`src/rtl/clock_gate_ctrl_pkg.sv`:
```
// Shared definitions for the clock-gate controller: FSM state encoding,
// default timing parameters and the state-to-output decode.
package clock_gate_ctrl_pkg;

    localparam int DEFAULT_IDLE_CYCLES = 16;
    localparam int DEFAULT_WAKE_CYCLES = 2;
    localparam int DEFAULT_CNT_WIDTH   = 8;

    // Encoding is visible on state_o, so keep the values stable.
    typedef enum logic [2:0] {
        RUN       = 3'd0,
        IDLE      = 3'd1,
        SLEEP_REQ = 3'd2,
        GATED     = 3'd3,
        WAKE      = 3'd4
    } cg_state_e;

    typedef struct packed {
        logic clk_en;
        logic clk_ready;
        logic sleep_req;
    } cg_out_t;

    // Output values held while the FSM sits in a given state. Unknown
    // encodings decode to "clock running" so a corrupted state never stops
    // the clock.
    function automatic cg_out_t cg_outputs(input cg_state_e st);
        cg_out_t o;
        case (st)
            RUN:       o = '{clk_en: 1'b1, clk_ready: 1'b1, sleep_req: 1'b0};
            IDLE:      o = '{clk_en: 1'b1, clk_ready: 1'b1, sleep_req: 1'b0};
            SLEEP_REQ: o = '{clk_en: 1'b1, clk_ready: 1'b1, sleep_req: 1'b1};
            GATED:     o = '{clk_en: 1'b0, clk_ready: 1'b0, sleep_req: 1'b1};
            WAKE:      o = '{clk_en: 1'b1, clk_ready: 1'b0, sleep_req: 1'b0};
            default:   o = '{clk_en: 1'b1, clk_ready: 1'b1, sleep_req: 1'b0};
        endcase
        return o;
    endfunction

endpackage

```
`src/rtl/clock_gate_ctrl.sv`:
```
// Clock-gate controller: watches the gated domain for a run of idle cycles,
// handshakes a sleep request, drops the clock-gate enable once the domain
// acknowledges, and restores the clock on a wake event after a fixed
// settle time. One counter serves both the idle run and the wake settle.
module clock_gate_ctrl
    import clock_gate_ctrl_pkg::*;
#(
    parameter int IDLE_CYCLES = DEFAULT_IDLE_CYCLES,
    parameter int WAKE_CYCLES = DEFAULT_WAKE_CYCLES,
    parameter int CNT_WIDTH   = DEFAULT_CNT_WIDTH
) (
    input  logic       clk_i,
    input  logic       rst_i,
    input  logic       en_i,
    input  logic       test_en_i,
    input  logic       busy_i,
    input  logic       wake_i,
    output logic       sleep_req_o,
    input  logic       sleep_ack_i,
    output logic       clk_en_o,
    output logic       clk_ready_o,
    output logic [2:0] state_o
);

    localparam logic [CNT_WIDTH-1:0] CNT_ZERO  = {CNT_WIDTH{1'b0}};
    localparam logic [CNT_WIDTH-1:0] CNT_ONE   = CNT_WIDTH'(1);
    localparam logic [CNT_WIDTH-1:0] IDLE_LAST = CNT_WIDTH'(IDLE_CYCLES - 1);
    localparam logic [CNT_WIDTH-1:0] WAKE_LAST = CNT_WIDTH'(WAKE_CYCLES - 1);

    cg_state_e            state_r;
    cg_state_e            state_nxt_s;
    logic [CNT_WIDTH-1:0] cnt_r;
    logic [CNT_WIDTH-1:0] cnt_nxt_s;
    cg_out_t              out_r;
    logic                 stay_s;
    logic                 gated_exit_s;

    // Anything that needs the clock keeps it; test mode counts as disabled.
    assign stay_s       = ~en_i | test_en_i | busy_i | wake_i;
    // While gated, busy is meaningless, so only wake/disable/test reopen it.
    assign gated_exit_s = wake_i | ~en_i | test_en_i;

    // Next-state and counter decode.
    always_comb begin
        state_nxt_s = state_r;
        cnt_nxt_s   = cnt_r;
        case (state_r)
            RUN: begin
                if (stay_s) begin
                    state_nxt_s = RUN;
                    cnt_nxt_s   = CNT_ZERO;
                end else begin
                    state_nxt_s = IDLE;
                    cnt_nxt_s   = CNT_ONE;
                end
            end
            IDLE: begin
                if (stay_s) begin
                    state_nxt_s = RUN;
                    cnt_nxt_s   = CNT_ZERO;
                end else if (cnt_r == IDLE_LAST) begin
                    state_nxt_s = SLEEP_REQ;
                    cnt_nxt_s   = CNT_ZERO;
                end else begin
                    state_nxt_s = IDLE;
                    cnt_nxt_s   = cnt_r + CNT_ONE;
                end
            end
            SLEEP_REQ: begin
                // A late stay condition aborts even if the ack arrives with it.
                if (stay_s) begin
                    state_nxt_s = RUN;
                    cnt_nxt_s   = CNT_ZERO;
                end else if (sleep_ack_i) begin
                    state_nxt_s = GATED;
                    cnt_nxt_s   = CNT_ZERO;
                end else begin
                    state_nxt_s = SLEEP_REQ;
                    cnt_nxt_s   = CNT_ZERO;
                end
            end
            GATED: begin
                if (gated_exit_s) begin
                    state_nxt_s = WAKE;
                    cnt_nxt_s   = CNT_ZERO;
                end else begin
                    state_nxt_s = GATED;
                    cnt_nxt_s   = CNT_ZERO;
                end
            end
            WAKE: begin
                // Settle time is fixed; no input can shorten or extend it.
                if (cnt_r == WAKE_LAST) begin
                    state_nxt_s = RUN;
                    cnt_nxt_s   = CNT_ZERO;
                end else begin
                    state_nxt_s = WAKE;
                    cnt_nxt_s   = cnt_r + CNT_ONE;
                end
            end
            default: begin
                state_nxt_s = RUN;
                cnt_nxt_s   = CNT_ZERO;
            end
        endcase
    end

    // State, counter and output registers; reset reopens the clock at once.
    always_ff @(posedge clk_i or posedge rst_i) begin
        if (rst_i) begin
            state_r <= RUN;
            cnt_r   <= CNT_ZERO;
            out_r   <= cg_outputs(RUN);
        end else begin
            state_r <= state_nxt_s;
            cnt_r   <= cnt_nxt_s;
            out_r   <= cg_outputs(state_nxt_s);
        end
    end

    // Outputs come straight from flops so the gate enable cannot glitch.
    assign clk_en_o    = out_r.clk_en;
    assign clk_ready_o = out_r.clk_ready;
    assign sleep_req_o = out_r.sleep_req;
    assign state_o     = state_r;

endmodule

```
`config.mk`:
```
export PLATFORM = sky130hd
export DESIGN_NAME = clock_gate_ctrl
export DESIGN_NICKNAME = d
export VERILOG_FILES = /design/src/rtl/clock_gate_ctrl_pkg.sv /design/src/rtl/clock_gate_ctrl.sv
export SDC_FILE = /design/constraint.sdc
export NUM_CORES = 1
export LEC_CHECK = 0
export BUFFER_PORTS_ARGS = -buffer_cell sky130_fd_sc_hd__clkbuf_2
export CAP_MARGIN = 0
export CORE_AREA = 4 4 51 53
export DETAILED_ROUTE_END_ITERATION = 10
export DIE_AREA = 0 0 55 57
export GPL_TIMING_DRIVEN = 0
export MAX_ROUTING_LAYER = met4
export SETUP_SLACK_MARGIN = 0.15
export SYNTH_ARGS = -nofsm -noshare
export SYNTH_HDL_FRONTEND = slang
export SYNTH_SLANG_ARGS = --single-unit
export TNS_END_PERCENT = 100
```
`constraint.sdc`:
```
create_clock -name clk_i -period 2.05 [get_ports clk_i]
set_clock_uncertainty 0.2 [all_clocks]
set_input_delay 0.205 -clock clk_i [delete_from_list [all_inputs] [get_ports clk_i]]
set_output_delay 0.205 -clock clk_i [all_outputs]
set_load 0.02 [all_outputs]
```
==> results of run 1 <==
==> cells by family after synthesis <==
logic type	after synthesis
flops	14
fa+ha+maj	2
simple gates	24
xor+xnor	3
compound gates	22
buf+inv	6
==> cell usage in the layout, fill, tap and decap left out, types with 2 or more instances in the layout <==
| cell type | n |
|---|---|
| sky130_fd_sc_hd__clkbuf_2 | 12 |
| sky130_fd_sc_hd__ha_1 | 2 |
| sky130_fd_sc_hd__buf_4 | 2 |
| sky130_fd_sc_hd__or3_1 | 3 |
| sky130_fd_sc_hd__nor2b_1 | 2 |
| sky130_fd_sc_hd__xor2_1 | 3 |
| sky130_fd_sc_hd__a21boi_2 | 2 |
| sky130_fd_sc_hd__nand3_1 | 3 |
| sky130_fd_sc_hd__dfrtp_1 | 12 |
| sky130_fd_sc_hd__a21oi_1 | 5 |
| sky130_fd_sc_hd__o211ai_1 | 3 |
| sky130_fd_sc_hd__dfstp_2 | 2 |
| sky130_fd_sc_hd__clkbuf_4 | 3 |
| sky130_fd_sc_hd__inv_1 | 4 |
| sky130_fd_sc_hd__or4_4 | 2 |
| sky130_fd_sc_hd__a22oi_1 | 3 |
| sky130_fd_sc_hd__clkbuf_1 | 2 |
| sky130_fd_sc_hd__o21ai_0 | 4 |
| sky130_fd_sc_hd__nand2_1 | 6 |
| sky130_fd_sc_hd__nor2_1 | 3 |
==> layer usage <==
layer / wire, µm / track usage (%) / share of wire, % / vias to the layer above
met5: 0 / - / 0 / -
li1: - / - / - / 303
met2: 722 / 17.2 / 48 / 11
met1: 701 / 13.0 / 46 / 300
met3: 55 / 1.57 / 3.6 / 4
met4: 39 / 6.25 / 2.6 / 0
==> power groups by stage <==
| stage | Clock (W) | Combinational [W] | Sequential [W] |
|---|---|---|---|
| floorplan | 0 | 0.0000141 | 0.000286 |
| global placement | 0 | 0.0000255 | 0.000286 |
| detailed placement | 0 | 0.0000261 | 0.000286 |
| CTS | 0.000169 | 0.0000288 | 0.000280 |
| global route | 0.000178 | 0.0000322 | 0.000281 |
| finish | 0.000164 | 0.0000281 | 0.000280 |
==> registers in the layout, summed over array words and instances (netlist names) <==
| name | cells |
|---|---|
| state_o | 3 |
| cnt_r | 8 |
| sleep_req_o | 1 |
| clk_en_o | 1 |
| clk_ready_o | 1 |
==> worst max-delay path: cells and delay by family (launching register included) <==
| family | cells | cell delay, ns |
|---|---|---|
| buffers and inverters | 1 | 0.15 |
| AO/OA/AOI/OAI | 2 | 0.66 |
| flip-flops | 1 | 0.39 |
| AND/OR/NAND/NOR | 1 | 0.54 |
==> worst paths after layout <==
kind                                               to               start
min in group asynchronous          cnt_r[4]$_DFF_PP0_               rst_i
max in group asynchronous       clk_ready_o$_DFF_PP1_               rst_i
worst min register to register     cnt_r[0]$_DFF_PP0_  cnt_r[0]$_DFF_PP0_
worst max register to register  clk_ready_o$_DFF_PP1_  cnt_r[5]$_DFF_PP0_
worst min-delay path               cnt_r[2]$_DFF_PP0_           test_en_i
worst max-delay path            clk_ready_o$_DFF_PP1_  cnt_r[5]$_DFF_PP0_
==> metrics by stage <==
stage	TNS [ns]	worst slack, ns
after global placement	-0.176	-0.0554
after floorplan	0	0.125
after CTS	0	0.0575
final	0	0.0486
after global routing	-0.0464	-0.0176
after detailed placement	-0.0810	-0.0310
==> cell type report <==
cell class	instances	share of cell area (%)
multi-input cells	51	40.7
well taps	28	3.93
inverters	4	1.68
plain buffers	2	1.68
repair buffers	15	9.54
flip-flops and latches	14	39.6
clock buffers	4	2.95
==> what timing repair did <==
action | in CTS | in global routing
endpoints found under the hold margin | 12 | 0
hold buffers | 1 | 0
resized for setup | 5 | 1
setup endpoints to repair | 14 | 13
pin swaps | 1 | 0
setup buffers | 2 | 0
==> results.env, run 1 <==
SYNTHDOMINANTAREACELLTYPE='sky130_fd_sc_hd__dfrtp_1'
CLKSINKCOUNT=14
SYN2LAYOUT_AREA_GROWTH_PCT=24.0
VIAS_PER_CELL=5.24
DPL.HPWL_UM=1070
YS_SEQ_ELEMENTS=14
GRT_PASS1_WL_UM=2460
TIMING.FINAL.HOLD_VIOLATIONS=0
CORE-AREA_UM2=2150
WORST_HOLD_PATH.NUM_CELLS=4
SYNTH.YOSYS.SEQ_AREA_SHARE_PCT=49.0
WORSTPATHMAXFANOUT=10
ROUTE.DETAILED.WL_PER_INST_UM=12.9
DRT-TOTAL-WL_UM=1520
SWITCHING_POWER_TOTAL_W=0.000107
PWR_DENSITY_CELL_nW_PER_UM2=529
SYNTH_ADDER_AREA_SHARE_PCT=3.48
WORST_R2R_PATH_DEPTH=4
SYNTH_WARN=0
VIAS=618
DRT_PASS1_ITERATIONS=4
SYNTH-SIMPLE-AREA-SHARE_PCT=18.8
VIAS_IN_THE_FIRST_GLOBAL_ROUTE=565
DETAIL_ROUTE.DRC_VIOLATIONS=0
FINAL.HOLD.WORST_SLACK_NS=0.0656
GRT_SETUP_UNREPAIRED='true'
P_SEQ_SHARE_PCT=59.4
CTS_TREE='done'
SYNTHESIS.NETS=80
CTS_HTREE_LEVELS=1
DR.FIRST_ITER.DRC_COUNT=8
CRITICALPATHCATEGORY='flip-flop to flip-flop'
TOTAL_POWER_W=0.000472
MAPPEDNETLISTAREA_UM2=719
TRITONCTS.NUM_BUFFERS=3
DESIGN.FINAL.NETS=100
CPPEAKSTAGEDELAY_NS=0.54
REPORT.FINAL.SETUP_VIOL=0
TIMING_MAX_TRANSITION_VIOLATIONS_FINAL=0
GLOBALROUTETOTALUTIL_PCT=10.9
POWER.SWITCHING_FRACTION_PCT=22.6
MEAN_INSTANCE_SIZE_IN_THE_SYNTHESIZED_NETLIST_UM2=10.1
DRIVE_ABOVE_1_SHARE_PCT=31.1
FILLER_CELL_COUNT=220
FINALCOREUTILIZATION_PCT=41.5
FP.DIEAREA_UM2=3140
DIE_W_UM=55
MAX_SLEW_MARGIN_PCT=63.6
PLACEMENT.IO_BUFFERS=12
FINAL_AREA_UM2=892
DPL_CELL_AREA_UM2=815
MAX-CAP-VIOLATIONS=0
POWER_LEAKAGE_nW=0.373
PIN_COUNT_OF_THE_BIGGEST_NET_ENTERING_GLOBAL_ROUTING=15
POWER.IR.VDD_WORST_uV=194
POWER.COMBINATIONAL.FRACTION_PCT=6.0
POWER_REPORT.INTERNAL_TOTAL_W=0.000365
CLASS_OF_THE_MOST_CRITICAL_HOLD_TIMING_PATH='primary input to flip-flop'
CLOCK_PATH_BUFFERS=2
FMAX_MHz=500
FINAL_ANTENNA_NET_COUNT=0
STARTING_DENSITY_PCT=33.5
WORSTSETUPENDPOINTTYPE='flip-flop'
FRACTION_OF_SYNTHESIZED_CELL_AREA_TAKEN_BY_THE_TOP_AREA_CELL_TYPE_PCT=41.7
STATUS='finished, final reports clean'
GP_CONGESTION=0.760
SYNTH.MUX.AREA_FRACTION_PCT=0
GRT-OVFL-TOTAL=0
CLKPWRFRAC_PCT=34.7
LARGEST_FAMILY_OF_LOGIC_CELLS_BY_SYNTHESIZED_AREA='compound AO/OA/AOI/OAI gates'
NETLIST_TOP_CELLS_AREA='sky130_fd_sc_hd__dfrtp_1 (42%), sky130_fd_sc_hd__dfstp_2 (7.3%), sky130_fd_sc_hd__xor2_1 (3.7%)'
WORST-R2R-SETUP-SLACK_NS=0.05
ANTENNA-DIODE-COUNT=0
FOOTPRINT_OF_THE_MULTI_INPUT_GATES_UM2=363
REQUIRED_NS=2.06
MOST_FREQUENT_CELL_AFTER_SYNTHESIS='sky130_fd_sc_hd__dfrtp_1'
INITIAL_ANTENNA_VIOLATION_COUNT=0
FINAL_PERIOD_MINUS_WORST_SETUP_SLACK_NS=2.00
CLK_ROOT_BUFFER_CELL='sky130_fd_sc_hd__clkbuf_4'
WORSTMARGINPINSLEW_NS=0.545
REGISTER_AREA_UM2=353
CHIPHEIGHT_UM=57
SYNTH_CELLS=71
YOSYS.AREA_SHARE.XOR_XNOR_PCT=3.65
YS_TOP_CELLS_BY_COUNT='sky130_fd_sc_hd__dfrtp_1 (12), sky130_fd_sc_hd__nand2_1 (6), sky130_fd_sc_hd__a21oi_1 (5), sky130_fd_sc_hd__inv_1 (4), sky130_fd_sc_hd__o21ai_0 (4)'
ASYNCSETRESETFLOPFRACSYNTH_PCT=100
CRIT_PATH_TOP_DELAY_CELL='sky130_fd_sc_hd__or4_4'
PIN_COUNT=13
TIMING.FINAL.CRIT_SHARE_PCT=97.6
CP_CELL_SEQUENCE='or4_4 -> buf_6 -> o211ai_2 -> o311a_1'
INSERTION_DELAY_NS=0.28
PLACE.DETAILED.INSTANCES=111
FP-ROW-COUNT=17
YOSYS.CELL_TYPES.COUNT=30
STARTPOINT_TYPE_OF_THE_WORST_SETUP_PATH='flip-flop'
SYNTH_COMPOUND_AREA_SHARE_PCT=21.7
SYNTH-EDFF-COUNT=0
SYNTH-MAIN-FF-CELL='sky130_fd_sc_hd__dfrtp_1'
CTS.CLK_SLEW.WORST_PATHS_NS=0.09
CRITICAL_PATH_ARRIVAL_NS=2.02
FIN_CELLS=118
Note: power is estimated with default switching activity, not from simulation.
==> run 2: changes to the inputs <==
ABC_AREA = 1   (was not set)
CORE_AREA = 4 4 53 55   (was 4 4 51 53)
DIE_AREA = 0 0 57 59   (was 0 0 55 57)
==> results.env, run 2 <==
MOSTFREQUENTLAYOUTCELLS='sky130_fd_sc_hd__nand2_1 (21), sky130_fd_sc_hd__inv_1 (13), sky130_fd_sc_hd__dfrtp_1 (12), sky130_fd_sc_hd__clkbuf_2 (12), sky130_fd_sc_hd__nand3_1 (9)'
SYNTHDOMINANTAREACELLTYPE='sky130_fd_sc_hd__dfrtp_1'
DIE_W_UM=57  # +3.6%
SYNTH-EDFF-COUNT=0  # unchanged
GRT_SETUP_UNREPAIRED='false'
CTS_HTREE_LEVELS=1  # unchanged
SYN2LAYOUT_AREA_GROWTH_PCT=16.6
CTS.CLK_SLEW.WORST_PATHS_NS=0.09  # about the same
DRT-TOTAL-WL_UM=1620  # +6.6%
CTS_TREE='done'
TRITONCTS.NUM_BUFFERS=3  # unchanged
PRE_CTS_WS_NS=0.415  # +0.446 ns
POWER_LEAKAGE_nW=0.456  # +22%
TOTALNEGATIVESETUPSLACK_NS=0  # unchanged
VIAS_PER_CELL=4.71  # -10%
YS_SEQ_ELEMENTS=14  # unchanged
DRIVE_ABOVE_1_SHARE_PCT=28.9  # -2.2 points
FINAL_ANTENNA_NET_COUNT=0  # unchanged
CLKSINKCOUNT=14  # unchanged
GLOBALROUTETOTALUTIL_PCT=11.5  # +0.60 points
WORST_R2R_ENDPOINT='state_o[0]$_DFF_PP0_'
CLOCK_PATH_BUFFERS=2  # unchanged
FINAL_COMMON_CELL='sky130_fd_sc_hd__nand2_1'
MAX-CAP-VIOLATIONS=0  # unchanged
CRITICAL_PATH_ARRIVAL_NS=1.61  # -0.41 ns
NETLIST_TOP_CELLS_AREA='sky130_fd_sc_hd__dfrtp_1 (37%), sky130_fd_sc_hd__nand2_1 (9.8%), sky130_fd_sc_hd__dfstp_2 (6.5%)'
SYNTH.YOSYS.SEQ_AREA_SHARE_PCT=43.8  # -5.3 points
WORST-R2R-SETUP-SLACK_NS=0.40  # +0.35 ns
TIMING.FINAL.CRIT_SHARE_PCT=80.6  # -17 points
STARTPOINT_TYPE_OF_THE_WORST_SETUP_PATH='flip-flop'
DPL.HPWL_UM=1280  # +19%
FP.DIEAREA_UM2=3360  # +7.3%
COMBINED_BUFFER_AND_INVERTER_COUNT_ALONG_THE_CRITICAL_PATH=0  # -1
GP_CONGESTION=0.809  # +6.4%
CPPEAKSTAGEDELAY_NS=0.44  # -0.10 ns
SOURCE_OF_THE_WORST_REGISTER_TO_REGISTER_TIMING_PATH='cnt_r[0]$_DFF_PP0_'
YS_TOP_CELLS_BY_COUNT='sky130_fd_sc_hd__nand2_1 (21), sky130_fd_sc_hd__inv_1 (13), sky130_fd_sc_hd__dfrtp_1 (12), sky130_fd_sc_hd__nand3_1 (9), sky130_fd_sc_hd__nand4_1 (7)'
WORSTPATHMAXFANOUT=7  # -3
HP-START='sleep_ack_i'
POWER.IR.VDD_WORST_uV=439  # +130%
LARGEST_REGISTER_FF_COUNT=8  # unchanged
WHS_ENDPOINT='state_o[0]$_DFF_PP0_'
FINAL_PERIOD_MINUS_WORST_SETUP_SLACK_NS=1.65  # -0.350 ns
FOOTPRINT_OF_THE_MULTI_INPUT_GATES_UM2=393  # +8.3%
SYNTH_WARN=0  # unchanged
SYNTH_CELLS=97  # +37%
PWR_DENSITY_CELL_nW_PER_UM2=501  # -5.3%
YOSYS.CELL_TYPES.COUNT=21  # -30%
DETAIL_ROUTE.DRC_VIOLATIONS=0  # unchanged
CLASS_OF_THE_MOST_CRITICAL_HOLD_TIMING_PATH='primary input to flip-flop'
VIAS=678  # +9.7%
FILLER_CELL_COUNT=260  # +18%
MAX_SLEW_MARGIN_PCT=63.3  # -0.25 points
PIN_COUNT_OF_THE_BIGGEST_NET_ENTERING_GLOBAL_ROUTING=15  # unchanged
FMAX_MHz=605  # +21%
TIMING.FINAL.HOLD_VIOLATIONS=0  # unchanged
GRT_PASS1_WL_UM=2990  # +21%
ANTENNA-DIODE-COUNT=0  # unchanged
ASYNCSETRESETFLOPFRACSYNTH_PCT=100  # unchanged
CLK_ROOT_BUFFER_CELL='sky130_fd_sc_hd__clkbuf_4'
GRT-OVFL-TOTAL=0  # unchanged
SYNTH-MAIN-FF-CELL='sky130_fd_sc_hd__dfrtp_1'
REGISTER_AREA_UM2=353  # unchanged
INITIAL_ANTENNA_VIOLATION_COUNT=0  # unchanged
DR.FIRST_ITER.DRC_COUNT=10  # +2
FIN_WS_NS=0.398  # +0.350 ns
CRITICAL-PATH-TOP-DELAY-FAMILY='simple AND/OR/NAND/NOR gates'
REPORT.FINAL.SETUP_VIOL=0  # unchanged
WORSTMARGINPINSLEW_NS=0.550  # +0.00454 ns
REQUIRED_NS=2.01  # -0.05 ns
DRT_PASS1_ITERATIONS=4  # unchanged
PLACEMENT.IO_BUFFERS=12  # unchanged
WORST_R2R_PATH_DEPTH=6  # +2
LARGEST_REGISTER='cnt_r'
MAPPEDNETLISTAREA_UM2=806  # +12%
CRITICAL-PATH-TOP-CELL-BY-COUNT='sky130_fd_sc_hd__nand2_1'
PIN_COUNT=13  # unchanged
STARTING_DENSITY_PCT=33.8  # +0.26 points
INSERTION_DELAY_NS=0.28  # about the same
FINAL.HOLD.WORST_SLACK_NS=0.00717  # -0.0584 ns
CORE-AREA_UM2=2390  # +11%
WORSTSETUPENDPOINTTYPE='flip-flop'
CRITICALPATHCATEGORY='flip-flop to flip-flop'
WORST_HOLD_PATH.NUM_CELLS=3  # -1
ROUTE.DETAILED.WL_PER_INST_UM=11.3  # -13%
VIAS_IN_THE_FIRST_GLOBAL_ROUTE=745  # +32%
SYNTHESIS.NETS=106  # +33%
STATUS='finished, final reports clean'
MOST_FREQUENT_CELL_AFTER_SYNTHESIS='sky130_fd_sc_hd__nand2_1'
MEAN_INSTANCE_SIZE_IN_THE_SYNTHESIZED_NETLIST_UM2=8.31  # -18%
TOTAL_POWER_W=0.000471  # -0.24%
CHIPHEIGHT_UM=59  # +3.5%
CRIT_PATH_TOP_DELAY_CELL='sky130_fd_sc_hd__dfrtp_1'
FP-ROW-COUNT=18  # +1
POST-CTS-SETUP-BUFFER-COUNT=0  # -2
TIMING_MAX_TRANSITION_VIOLATIONS_FINAL=0  # unchanged
FRACTION_OF_SYNTHESIZED_CELL_AREA_TAKEN_BY_THE_TOP_AREA_CELL_TYPE_PCT=37.3  # -4.5 points
DESIGN.FINAL.NETS=124  # +24%
CP_CELL_SEQUENCE='ha_1 -> nand2_1 -> nor2_2 -> nand2_1 -> nand3_2 -> nand4_1'
[run 2: cell count changes after synthesis, moves of 4 or more]
cell / previous run / this run
sky130_fd_sc_hd__inv_1: 4 / 13
sky130_fd_sc_hd__nand4_1: 1 / 7
sky130_fd_sc_hd__nand3_1: 3 / 9
sky130_fd_sc_hd__nand2_1: 6 / 21
sky130_fd_sc_hd__o21ai_0: 4 / 0
[run 2: worst max-delay path by stage]
stage	depth (start not counted)	start	to	slack, ns
6_report	6	cnt_r[0]$_DFF_PP0_	state_o[0]$_DFF_PP0_	0.40
4_1_cts	6	cnt_r[0]$_DFF_PP0_	state_o[0]$_DFF_PP0_	0.40
3_3_place_gp	6	cnt_r[0]$_DFF_PP0_	state_o[0]$_DFF_PP0_	0.42
3_5_place_dp	6	cnt_r[0]$_DFF_PP0_	state_o[0]$_DFF_PP0_	0.42
2_1_floorplan	6	cnt_r[0]$_DFF_PP0_	state_o[0]$_DFF_PP0_	0.64
5_1_grt	6	cnt_r[0]$_DFF_PP0_	state_o[0]$_DFF_PP0_	0.27
[run 2: report_power, final]
group	leakage (nW)	internal (W)	switching (W)
registers	0.188	0.000277	0.00000207
logic	0.253	0.00000961	0.0000167
clock network	0.0150	0.0000755	0.0000894
total	0.456	0.000363	0.000108
[run 2: tightest hold or removal path, stage by stage]
cell and delay (ns):
sky130_fd_sc_hd__clkbuf_2 0.07, sky130_fd_sc_hd__nand3_1 0.08, sky130_fd_sc_hd__nand4_1 0.09
[run 2: metal layers]
| metal | track usage, % | vias to the layer above | part of all wire, % |
|---|---|---|---|
| met5 | - | - | 0 |
| met4 | 5.30 | 0 | 1.9 |
| met3 | 1.96 | 4 | 2.8 |
| met2 | 20.2 | 11 | 50 |
| met1 | 12.9 | 319 | 45 |
| li1 | - | 344 | - |
[run 2: area by class of cell]
class,count,share of cell area (%)
Sequential cell,14,37.5
Multi-Input combinational cell,67,41.8
Tap cell,30,3.99
Clock buffer,4,2.80
Timing Repair Buffer,13,7.46
Inverter,16,6.39
[run 2: kinds of logic (layout without fill, tap and decap cells)]
kind of cell               count (synthesis)  count (layout)  synth area share (%)
AOI/OAI and AO/OA                          6               6                  3.73
xor gates and xnor gates                   2               2                  2.17
adders and majority gates                  2               2                  3.11
buffers and inverters                     16              33                  7.45
DFF                                       14              14                  43.8
and+or+nand+nor                           57              57                  39.8
[run 2: what timing repair did]
action | CTS | global route
hold endpoints to repair | 12 | 0
gates resized for setup | 0 | 0
setup endpoints to repair | 0 | 0
hold buffers | 1 | 0
[run 2: through the flow]
stage / cells / utilization (%) / instance area (µm²)
2_1_floorplan: 97 / - / 806
3_3_place_gp: 139 / 37.8 / 903
3_5_place_dp: 139 / 37.8 / 903
4_1_cts: 144 / 39.4 / 940
5_1_grt: 144 / 39.4 / 940
6_report: 144 / 39.4 / 940
==> run 3: changes to the inputs <==
ABC_AREA = 0   (was 1)
CORE_AREA = 4 4 51 53   (was 4 4 53 55)
DIE_AREA = 0 0 55 57   (was 0 0 57 59)
clock period = 1.5 ns   (was 2.05 ns; I/O delays follow)
==> results.env, run 3 (synthesized netlist as in run 1, its figures left out) <==
STATUS='finished, violations left'
FAILING_CHECKS='setup timing'
GRT_SETUP_UNREPAIRED='true'
POWER_LEAKAGE_nW=0.416  # -8.7%
CLOCK_PATH_BUFFERS=2  # unchanged
DIE_W_UM=55  # -3.5%
GRT_PASS1_WL_UM=3150  # +5.6%
FINAL_PERIOD_MINUS_WORST_SETUP_SLACK_NS=2.00  # +0.353 ns
CTS_HTREE_LEVELS=1  # unchanged
CORE-AREA_UM2=2150  # -10%
PLACE.DETAILED.INSTANCES=111  # -20%
PWR_DENSITY_CELL_nW_PER_UM2=642  # +28%
GP_CONGESTION=0.758  # -6.3%
INITIAL_ANTENNA_VIOLATION_COUNT=0  # unchanged
GRT-OVFL-TOTAL=0  # unchanged
CHIPHEIGHT_UM=57  # -3.4%
FINAL_AREA_UM2=1030  # +9.3%
SOURCE_OF_THE_WORST_REGISTER_TO_REGISTER_TIMING_PATH='cnt_r[7]$_DFF_PP0_'
FP.DIEAREA_UM2=3140  # -6.8%
DRIVE_ABOVE_1_SHARE_PCT=43.9  # +15 points
WORST_SETUP_PATH_STARTPOINT='cnt_r[7]$_DFF_PP0_'
CRITICALPATHCATEGORY='flip-flop to flip-flop'
PIN_COUNT_OF_THE_BIGGEST_NET_ENTERING_GLOBAL_ROUTING=15  # unchanged
MAX_SLEW_MARGIN_PCT=58.6  # -4.7 points
FINAL_ANTENNA_NET_COUNT=0  # unchanged
STARTPOINT_TYPE_OF_THE_WORST_SETUP_PATH='flip-flop'
CLASS_OF_THE_MOST_CRITICAL_HOLD_TIMING_PATH='primary input to flip-flop'
LARGEST_REGISTER='cnt_r'
DRT_PASS1_ITERATIONS=4  # unchanged
TRITONCTS.NUM_BUFFERS=3  # unchanged
PRE_CTS_WS_NS=-0.599  # -1.01 ns
WORSTSETUPENDPOINTTYPE='flip-flop'
FIN_WS_NS=-0.505  # -0.903 ns
CLKSINKCOUNT=14  # unchanged
PIN_COUNT=13  # unchanged
DPL.HPWL_UM=1080  # -15%
MAX-CAP-VIOLATIONS=0  # unchanged
DR.FIRST_ITER.DRC_COUNT=24  # +14
ROUTE.DETAILED.WL_PER_INST_UM=14.3  # +28%
REQUIRED_NS=1.52  # -0.49 ns
FIN_CELLS=126  # -13%
CTS_TREE='done'
FP-ROW-COUNT=17  # -1
WORSTMARGINPINSLEW_NS=0.620  # +0.0704 ns
VIAS_IN_THE_FIRST_GLOBAL_ROUTE=670  # -10%
TIMING.FINAL.CRIT_SHARE_PCT=134  # +53 points
TIMING_MAX_TRANSITION_VIOLATIONS_FINAL=0  # unchanged
WORSTPATHMAXFANOUT=4  # -3
DPL_CELL_AREA_UM2=831  # -8.0%
CRITICAL_PATH_ARRIVAL_NS=2.03  # +0.42 ns
STARTING_DENSITY_PCT=33.5  # -0.26 points
VIAS_PER_CELL=5.32  # +13%
HP-START='wake_i'
INSERTION_DELAY_NS=0.28  # about the same
FINAL.HOLD.WORST_SLACK_NS=0.0113  # +0.00411 ns
DRT-TOTAL-WL_UM=1810  # +12%
LARGEST_REGISTER_FF_COUNT=8  # unchanged
PLACEMENT.IO_BUFFERS=12  # unchanged
FINALCOREUTILIZATION_PCT=47.8  # +8.5 points
ANTENNA-DIODE-COUNT=0  # unchanged
GLOBALROUTETOTALUTIL_PCT=14.4  # +2.8 points
VIAS=670  # -1.2%
DESIGN.FINAL.NETS=108  # -13%
CLK_ROOT_BUFFER_CELL='sky130_fd_sc_hd__clkbuf_4'
SYN2LAYOUT_AREA_GROWTH_PCT=42.8
FMAX_MHz=499  # -18%
DETAIL_ROUTE.DRC_VIOLATIONS=0  # unchanged
REPORT.FINAL.SETUP_VIOL=13  # +13
MOSTFREQUENTLAYOUTCELLS='sky130_fd_sc_hd__dfrtp_1 (10), sky130_fd_sc_hd__clkbuf_2 (10), sky130_fd_sc_hd__buf_4 (8), sky130_fd_sc_hd__nand2_1 (6)'
TIMING.FINAL.HOLD_VIOLATIONS=0  # unchanged
CTS.CLK_SLEW.WORST_PATHS_NS=0.09  # about the same
POWER.IR.VDD_WORST_uV=327  # -25%
-- run 3: layout make-up --
class	instances	area, µm²
Timing Repair Buffer	22	148
Sequential cell	14	355
Tap cell	28	35.0
Inverter	4	15.0
Multi-Input combinational cell	52	433
Clock buffer	4	26.3
Buffer	2	15.0
Fill cell	207	1120
-- run 3: worst max-delay path, stage by stage (launching register included) --
cell,delay (ns)
sky130_fd_sc_hd__dfrtp_1,0.40
sky130_fd_sc_hd__or4_4,0.54
sky130_fd_sc_hd__buf_6,0.14
sky130_fd_sc_hd__or4_4,0.52
sky130_fd_sc_hd__a21boi_2,0.15
-- run 3: path summary, 6_finish.rpt --
kind                                          to  slack, ns  cells past startpoint
max in group asynchronous   state_o[2]$_DFF_PP0_       0.47                      3
hold reg to reg             state_o[2]$_DFF_PP0_       0.35                      1
hold / removal                cnt_r[2]$_DFF_PP0_       0.01                      4
min in group asynchronous     cnt_r[6]$_DFF_PP0_       0.22                      3
setup / recovery           sleep_req_o$_DFF_PP0_      -0.50                      4
setup reg to reg           sleep_req_o$_DFF_PP0_      -0.50                      4
-- run 3: what timing repair did --
action	4_1_cts	5_1_grt
gates resized for setup	11	8
hold buffers	1	0
hold endpoints to repair	12	0
pin swaps	7	3
buffers inserted	6	3
endpoints found under the setup margin	14	17
cloned	1	0
-- run 3: per-stage QoR --
step,TNS (ns),total power (W)
finish,-5.69,0.000659
detailed placement,-6.59,0.000429
global route,-6.52,0.000697
floorplan,-4.22,0.000411
CTS,-5.26,0.000666
global placement,-6.49,0.000428
-- run 3: routing by layer --
layer	part of all wire (%)	global-route usage, %	vias up
met5	0	-	-
met4	1.6	8.33	0
met3	4.5	3.13	2
met2	51	21.1	21
met1	43	17.7	324
li1	-	-	323
-- run 3: power by group --
part / switching, W / internal, W / total (W)
Sequential: 0.00000344 / 0.000380 / 0.000383
Clock: 0.000124 / 0.000103 / 0.000227
Combinational: 0.0000281 / 0.0000208 / 0.0000490
Total: 0.000156 / 0.000504 / 0.000659
